===== config.mk =====
export PLATFORM = sky130hd
export DESIGN_NAME = pci_bus_arbiter
export DESIGN_NICKNAME = d
export VERILOG_FILES = /design/src/rtl/pci_bus_arbiter.sv
export SDC_FILE = /design/constraint.sdc
export NUM_CORES = 1
export LEC_CHECK = 0
export ABC_CLOCK_PERIOD_IN_PS = 5100
export CAP_MARGIN = 10
export CORE_MARGIN = 2
export CORE_UTILIZATION = 45
export DETAILED_ROUTE_END_ITERATION = 7
export GPL_ROUTABILITY_DRIVEN = 0
export PLACE_DENSITY = 0.69
export SLEW_MARGIN = 20
export SYNTH_ARGS = -nofsm -noshare
export SYNTH_HDL_FRONTEND = slang
export SYNTH_SLANG_ARGS = --single-unit

===== constraint.sdc =====
create_clock -name clk -period 5.1 [get_ports clk]
set_input_delay 0.765 -clock clk [delete_from_list [all_inputs] [get_ports clk]]
set_output_delay 0.765 -clock clk [all_outputs]
set_load 0.05 [all_outputs]

===== src/rtl/pci_bus_arbiter.sv =====
`default_nettype none
// ============================================================================
//  Module      : pci_bus_arbiter
//  Description : Central PCI bus arbiter. Shares the AD/CMD bus among
//                N_MASTERS initiators through active-low REQ#/GNT# pairs.
//                It provides round-robin fairness and parks the bus on a
//                fixed master when nobody is requesting. A grant is taken
//                back if the bus stays idle too long. Hidden arbitration
//                means a grant can move while a transaction is still on
//                the bus.
//  Ports       : clk, rst         - bus clock, synchronous active-high reset
//                req_n_i          - per-master request, active-low
//                frame_i, irdy_i  - PCI FRAME# / IRDY#, active-low
//                gnt_n_o          - per-master grant, active-low, registered
//                owner_o          - index of the granted (or last granted) master
//                owner_valid_o    - high while any grant is asserted
//                bus_idle_o       - registered FRAME# & IRDY#
//                timeout_evt_o    - one-cycle pulse on a grant timeout
//  Revision    : 1.0 - initial release
// ============================================================================
module pci_bus_arbiter #(
    parameter int N_MASTERS   = 4,
    parameter int PARK_MASTER = 0,
    parameter int GNT_TIMEOUT = 16,
    parameter int OW          = $clog2(N_MASTERS)
) (
    input  logic                 clk,
    input  logic                 rst,
    input  logic [N_MASTERS-1:0] req_n_i,
    input  logic                 frame_i,
    input  logic                 irdy_i,
    output logic [N_MASTERS-1:0] gnt_n_o,
    output logic [OW-1:0]        owner_o,
    output logic                 owner_valid_o,
    output logic                 bus_idle_o,
    output logic                 timeout_evt_o
);

    localparam int              TW       = $clog2(GNT_TIMEOUT + 1);
    localparam logic [OW-1:0]   PARK_IDX = OW'(PARK_MASTER);
    localparam logic [OW-1:0]   RR_RST   = OW'(N_MASTERS - 1);
    localparam logic [TW-1:0]   TMO_LAST = TW'(GNT_TIMEOUT - 1);
    localparam logic [N_MASTERS-1:0] ONE = {{(N_MASTERS-1){1'b0}}, 1'b1};

    typedef enum logic [1:0] {
        S_IDLE  = 2'd0,
        S_PARK  = 2'd1,
        S_GRANT = 2'd2,
        S_OWNED = 2'd3
    } state_t;

    state_t                 state_q, state_d;
    logic [OW-1:0]          owner_q, owner_d;
    logic [OW-1:0]          rr_ptr_q, rr_ptr_d;
    logic [TW-1:0]          tmo_q, tmo_d;
    logic [N_MASTERS-1:0]   gnt_n_q, gnt_n_d;
    logic                   owner_valid_q;
    logic                   bus_idle_q;
    logic                   timeout_evt_q, timeout_evt_d;

    logic                   w_start;
    logic                   w_any_req;
    logic                   w_other_req;
    logic                   w_park_others;
    logic                   w_park_req;
    logic [OW-1:0]          w_winner;
    logic                   w_found;
    int                     w_sum;
    logic [OW-1:0]          w_idx;

    // A transaction starts when FRAME# falls after a cycle of idle bus. Using
    // the registered idle flag makes a hidden-granted master wait for the
    // previous owner's transaction to finish before its start is recognised.
    assign w_start       = bus_idle_q & ~frame_i;
    assign w_any_req     = ~&req_n_i;
    assign w_other_req   = |(~req_n_i & ~(ONE << owner_q));
    assign w_park_others = |(~req_n_i & ~(ONE << PARK_IDX));
    assign w_park_req    = ~req_n_i[PARK_IDX];

    // Round-robin search: first requester after rr_ptr, wrapping modulo N.
    always_comb begin
        w_winner = rr_ptr_q;
        w_found  = 1'b0;
        w_sum    = 0;
        w_idx    = '0;
        for (int i = 1; i <= N_MASTERS; i++) begin
            w_sum = int'(rr_ptr_q) + i;
            if (w_sum >= N_MASTERS) begin
                w_sum = w_sum - N_MASTERS;
            end
            w_idx = OW'(w_sum);
            if (!w_found && !req_n_i[w_idx]) begin
                w_found  = 1'b1;
                w_winner = w_idx;
            end
        end
    end

    always_comb begin
        state_d       = state_q;
        owner_d       = owner_q;
        rr_ptr_d      = rr_ptr_q;
        tmo_d         = '0;
        timeout_evt_d = 1'b0;
        case (state_q)
            S_IDLE: begin
                if (w_any_req) begin
                    state_d  = S_GRANT;
                    owner_d  = w_winner;
                    rr_ptr_d = w_winner;
                end else begin
                    state_d  = S_PARK;
                    owner_d  = PARK_IDX;
                end
            end
            S_PARK: begin
                // Another master must go through IDLE so grants never
                // switch directly from one master to another.
                if (w_start) begin
                    state_d = S_OWNED;
                end else if (w_park_others) begin
                    state_d = S_IDLE;
                end else if (w_park_req) begin
                    state_d  = S_GRANT;
                    rr_ptr_d = PARK_IDX;
                end
            end
            S_GRANT: begin
                if (w_start) begin
                    state_d = S_OWNED;
                end else if (req_n_i[owner_q]) begin
                    state_d = S_IDLE;
                end else if (bus_idle_q && (tmo_q == TMO_LAST)) begin
                    state_d       = S_IDLE;
                    timeout_evt_d = 1'b1;
                end else if (bus_idle_q) begin
                    tmo_d = tmo_q + TW'(1);
                end else begin
                    // Previous owner still on the bus: hold the count.
                    tmo_d = tmo_q;
                end
            end
            S_OWNED: begin
                // A competing request withdraws GNT at once; the current
                // owner still completes its transaction on the bus.
                if (w_other_req || bus_idle_q) begin
                    state_d = S_IDLE;
                end
            end
            default: state_d = S_IDLE;
        endcase
    end

    // Grants are a registered decode of the next state.
    always_comb begin
        gnt_n_d = '1;
        if (state_d != S_IDLE) begin
            gnt_n_d[owner_d] = 1'b0;
        end
    end

    always_ff @(posedge clk) begin
        if (rst) begin
            state_q       <= S_IDLE;
            owner_q       <= PARK_IDX;
            rr_ptr_q      <= RR_RST;
            tmo_q         <= '0;
            gnt_n_q       <= '1;
            owner_valid_q <= 1'b0;
            bus_idle_q    <= 1'b1;
            timeout_evt_q <= 1'b0;
        end else begin
            state_q       <= state_d;
            owner_q       <= owner_d;
            rr_ptr_q      <= rr_ptr_d;
            tmo_q         <= tmo_d;
            gnt_n_q       <= gnt_n_d;
            owner_valid_q <= (state_d != S_IDLE);
            bus_idle_q    <= frame_i & irdy_i;
            timeout_evt_q <= timeout_evt_d;
        end
    end

    assign gnt_n_o       = gnt_n_q;
    assign owner_o       = owner_q;
    assign owner_valid_o = owner_valid_q;
    assign bus_idle_o    = bus_idle_q;
    assign timeout_evt_o = timeout_evt_q;

endmodule
`default_nettype wire

==> metrics.yaml <==
status:
  outcome: "finished, final reports clean"
setup_path:
  path_cells: "clkdlybuf4s50_1"
  cp_slowest_cell: "clkdlybuf4s50_1"
  worst-path-max-fanout: 13
  end_kind: "output port"
  path_class: "flip-flop to output port"
  path_buf_inv: 1
  cp.arrival_ns: 1.80
  crit_family: "buffers and inverters"
  start_kind: "flip-flop"
  crit_path_max_incr_delay_ns: 0.89
  worstPathRequired_ns: 4.34
placement:
  port-buffer-count: 16
  dp.cells: 147
  hpwl_um: 1510
  dpl_cell_area_um2: 1160
routing:
  drtIter0Drc: 43
  firstDrtPassIters: 4
  vias: 898
  antenna_left: 0
  vias_per_cell: 5.99
  route.detailed.drc: 0
  route.final.wire_length_um: 2080
  avgRoutedWirePerCell_um: 13.8
clocking:
  cts_buffers: 3
  htreeDepth: 1
  postCtsSetupBuffers: 0
  cts_resized: 0
  ctsHoldBuffers: 0
  cts_root_buf: "clkbuf_4"
  clkLatencyLatePin_ns: 0.28
  cts_tree: "built"
  cts_buffer_depth: 2
  clkTransAtPathRegs_ns: 0.09
  clock_sinks: 18
logic_synthesis:
  synth_top_area_share_pct: 35.7
  yosys.area.top_type: "dfxtp_1"
  async_flop_share_pct: 0
  synth-seq-cells: 18
  synth.most_common_cell: "dfxtp_1"
  syn-mean-instance-area_um2: 9.00
  netlist_instances: 112
  yosys-top-cells-area: "dfxtp_1, nor2_1, buf_2"
  yosysUniqueCellTypes: 43
  synth_enable_flop_cells: 0
  synth_ff_type: "dfxtp_1"
  ys_seq_area_share_pct: 35.7
  yosys_warnings: 0
  synth_common_cells: "dfxtp_1, nor2_1, buf_2"
  netlist_area_um2: 1010
  syn_nets: 122
floorplan:
  start_util_pct: 46.5
  fp.coreArea_um2: 2170
  rows: 17
  die_area_um2: 2640
  pin_count: 17
  die_h_um: 51.3
  die_w_um: 51.3
grt:
  grt_max_degree: 14
  grt_first_pass_wirelength_um: 3600
  grt.overflow.total: 0
  track_usage_pct: 17.7
  grt_pass1_vias: 800
  antenna_found_initial: 0
finish:
  area_growth_pct: 17.4
  final_cells: 150
  final_nets: 134
  layout-drive-gt1-share_pct: 8.20
  antennaDiodeCount: 0
  postLayoutCellArea_um2: 1180
  nFillCells: 230
timing:
  maxSlewViolCount: 0
  setup_viol: 0
  fin_tns_setup_ns: 0
  relSlewSlack_pct: 66.3
  period_share_pct: 50.4
  clock.fmax_mhz: 389
  final_hold_viol_count: 0
  min_period_ns: 2.57
  finClkSkew_ns: 0.00437
  rsz0062_at_grt: "no"
  max_slew.worst_pin.slew_ns: 0.504
power:
  p_comb_share_pct: 37.4
  peakVddDrop_uv: 156
  p_per_area_nw_per_um2: 327
  seqPwrFrac_pct: 46.1
  p_sw_uw: 143
  p_leak_uw: 0.000443
  internal_power_uw: 243
  swShare_pct: 37.1
  power_frac_clock_pct: 16.5
  total_power_uw: 387
min_path:
  holdCritPathClass: "flip-flop to flip-flop"
run:
  maxCapViolations: 0
routing by layer:
metal / wire (µm) / vias up / GRT usage [%]
met5: 0 / - / 0
met1: 985 / 419 / 25.0
li1: - / 445 / -
met4: 31 / 0 / 7.46
met3: 112 / 4 / 3.80
met2: 947 / 30 / 26.0
power groups by stage:
stage / clock network (µW) / registers [µW] / logic (µW)
global placement: 0 / 181 / 142
CTS: 66.8 / 178 / 144
detailed placement: 0 / 181 / 144
finish: 63.9 / 178 / 145
global route: 74.9 / 182 / 155
floorplan: 0 / 205 / 82.5
stage by stage:
stage	utilization [%]	worst slack (ns)	hold WS (ns)
final	54.6	2.53	0.508
after global placement	53.5	2.42	0.499
after CTS	54.6	2.53	0.516
after detailed placement	53.5	2.35	0.492
after floorplan	-	3.10	0.472
after global routing	54.6	2.44	0.555
worst paths after layout:
kind,cells after the start,start,slack (ns),end
max reg2reg,5,owner_o[1],3.31,gnt_n_o[1]
min reg2reg,2,tmo_q[4],0.51,tmo_q[4]
min,2,tmo_q[4],0.51,tmo_q[4]
max,1,bus_idle_o,2.53,bus_idle_o
logic make-up (layout without fill, tap and decap cells):
family,Yosys count,after routing,synth area share [%]
compound gates,26,26,20.7
buf+inv,15,25,6.45
simple gates,44,44,26.8
mux,4,4,5.21
flops,18,18,35.7
xor+xnor,3,3,2.61
fa+ha+maj,2,2,2.48
layout make-up:
type	instances	area, µm²	share of cell area [%]
Multi-Input combinational cell	79	583	49.3
Sequential cell	18	360	30.4
Timing Repair Buffer	16	160	13.5
Tap cell	28	35.0	2.96
Clock buffer	3	22.5	1.90
Inverter	6	22.5	1.90
state kept, by name, summed over array words and instances, names as in the netlist:
name / cells
state_q: 2
owner_o: 2
tmo_q: 5
timeout_evt_o: 1
gnt_n_o: 4
bus_idle_o: 1
owner_valid_o: 1
rr_ptr_q: 2
cell usage in the layout (no fill, tap or decap), types with 2 or more instances in the layout:
| master | n |
|---|---|
| a211o_1 | 2 |
| a211oi_2 | 2 |
| a21oi_1 | 2 |
| a221oi_1 | 2 |
| and3_1 | 4 |
| and4_1 | 2 |
| clkbuf_4 | 3 |
| clkdlybuf4s50_1 | 16 |
| dfxtp_1 | 18 |
| ha_1 | 2 |
| inv_1 | 6 |
| mux2i_1 | 3 |
| nand2_1 | 5 |
| nand3_1 | 4 |
| nand3b_1 | 3 |
| nand4_1 | 3 |
| nor2_1 | 10 |
| nor4b_1 | 3 |
| o211ai_1 | 3 |
| o21ai_0 | 5 |
| xor2_1 | 2 |
worst register-to-register path: stages, from the launching register on:
cell,delay [ns]
dfxtp_1,0.45
mux4_2,0.56
a211oi_2,0.24
a21oi_2,0.09
a31oi_4,0.25
nand3b_1,0.10
Power figures use the tool's default switching activity.
==> RTL edit, RTL diff (same settings) <==
Reset style: asynchronous (`rst`), changed in one clocked block. Comments in the files are not updated.
--- a/src/rtl/pci_bus_arbiter.sv
+++ b/src/rtl/pci_bus_arbiter.sv
@@ -159,7 +159,7 @@
         end
     end
 
-    always_ff @(posedge clk) begin
+    always_ff @(posedge clk or posedge rst) begin
         if (rst) begin
             state_q       <= S_IDLE;
             owner_q       <= PARK_IDX;
Check against the original RTL: differs if rst is asserted again (counterexample within 4 cycles, from zero or initial values and one cycle with rst high); with rst held inactive, the same outputs for 10 cycles.
==> RTL edit against the unedited design <==
- design area increased by 8.8%
- highest routed layer is now met3
- area after synthesis rose by 11%
- utilization shrank 1.1 points
- setup slack improved by 0.031 ns
- sequential cell count unchanged
- sequential share of layout area grew 5.2 points
- first-iteration DRC count decreased by 60%
- wire length up 0.29%
- hold slack better by 0.017 ns
- cell count grew 4.7%
- count of clock-buffer cells in the layout rose by 1
Power is not compared: it rests on default switching activity, and its combinational part moved more than twofold at a synthesized area within 25%.
==> RTL edit: results <==
[power_and_ir_drop]
swShare = 0.436
p_leak_uw = 0.000533
ir_worst_vdd_mv = 0.358

[clock_tree]
cts_made_buffers = 3
insertion_delay_ns = 0.28
clock_path_buffers = 2
cts.clk_slew.worst_paths_ns = 0.10
htreeDepth = 1
ctsResizeCount = 0
cts_root_buf = clkbuf_4
cts_setup_buffers = 0

[routing]
drtIter0Drc = 17
drt_pass1_iterations = 4
drt-met1-wl_um = 934
vias_per_cell = 5.85
met3WireLength_um = 79
wl_met2_mm = 1.07
routedWlPerCell_um = 13.3
dr.max_layer_used = met3

[final_layout]
n_fill_cell = 236
fin_cells = 157
drive_gt1_frac = 0.150
antenna_cells = 0
largest_reg_flops = 5
largest-register = tmo_q
fin_nets = 137

[global_routing]
grt_pass1_vias = 859
grtUsageTotal = 0.171
grt_pass1_wl_mm = 3.64
grt_max_degree = 19
antenna_found_initial = 0

[logic_synthesis]
synth_seq_area_share = 0.412
ys_types = 42
synthTopCellsByCount = 12 x nor2_1, 11 x dfrtp_1, 9 x nand3_1
ys.warnings.count = 0
syn_nets = 124
synthTopCellsByArea = dfrtp_1 25%, dfstp_2 16%, nand3_1 4.0%
async_flop_share = 1.00
avgSynthCellArea_um2 = 9.69

[placed_design]
place_ws_ns = 2.37
portBuffers = 16
hpwl_mm = 1.57
dp.cells = 153

[worst_setup_path]
critical-path-slowest-cell = clkdlybuf4s50_1
cp_top_family = buffers and inverters
cpPeakStageDelay_ns = 0.84
worstPathArrival_ns = 1.77
path_max_fanout = 12

[timing]
max_slew_margin = 0.566
skew_ns = 0.00112

[hold_path]
hp-class = register to register

[status]
status = completed
-- RTL edit: final timing paths --
path	start	endpoint	slack, ns	depth (start not counted)
setup reg to reg	rr_ptr_q[0]$_DFFE_PP1P_	gnt_n_o[0]$_DFF_PP1_	3.28	5
setup / recovery	bus_idle_o$_DFF_PP1_	bus_idle_o	2.56	1
hold / removal	tmo_q[4]$_DFFE_PP0P_	tmo_q[4]$_DFFE_PP0P_	0.53	2
max in group asynchronous	rst	owner_o[1]$_DFF_PP0_	3.83	2
hold reg to reg	tmo_q[4]$_DFFE_PP0P_	tmo_q[4]$_DFFE_PP0P_	0.53	2
min in group asynchronous	rst	state_q[1]$_DFF_PP0_	0.86	2
-- RTL edit: layout make-up --
type | instances | area share
Sequential cell | 18 | 0.357
Timing Repair Buffer | 16 | 0.124
Multi-Input combinational cell | 86 | 0.453
Clock buffer | 4 | 0.0282
Tap cell | 30 | 0.0292
Inverter | 3 | 0.00875
-- RTL edit: per-stage QoR --
stage	cell area, um^2	power, uW
after detailed placement	1250	593
after floorplan	1110	523
after CTS	1290	679
after global placement	1250	587
after global routing	1290	724
final	1290	673
-- RTL edit: per-layer routing --
layer  GRT usage  up-vias
met4      0.0299        0
met2       0.299       19
met5           0        -
met3      0.0528        0
li1            -      447
met1       0.207      452
-- RTL edit: power by group through the flow --
stage / combinational (uW) / sequential, uW / clock (uW)
3_3_place_gp: 333 / 254 / 0
6_report: 336 / 253 / 83.9
5_1_grt: 370 / 261 / 93.0
2_1_floorplan: 223 / 300 / 0
3_5_place_dp: 338 / 256 / 0
4_1_cts: 339 / 253 / 87.6
-- RTL edit: kinds of logic after synthesis --
family,Yosys count,share of synthesized area
multiplexers,4,0.0359
buffers and inverters,11,0.0651
AND/OR/NAND/NOR,53,0.281
adder cells (fa/ha/maj),1,0.0112
flip-flops,18,0.412
AO/OA/AOI/OAI,28,0.195
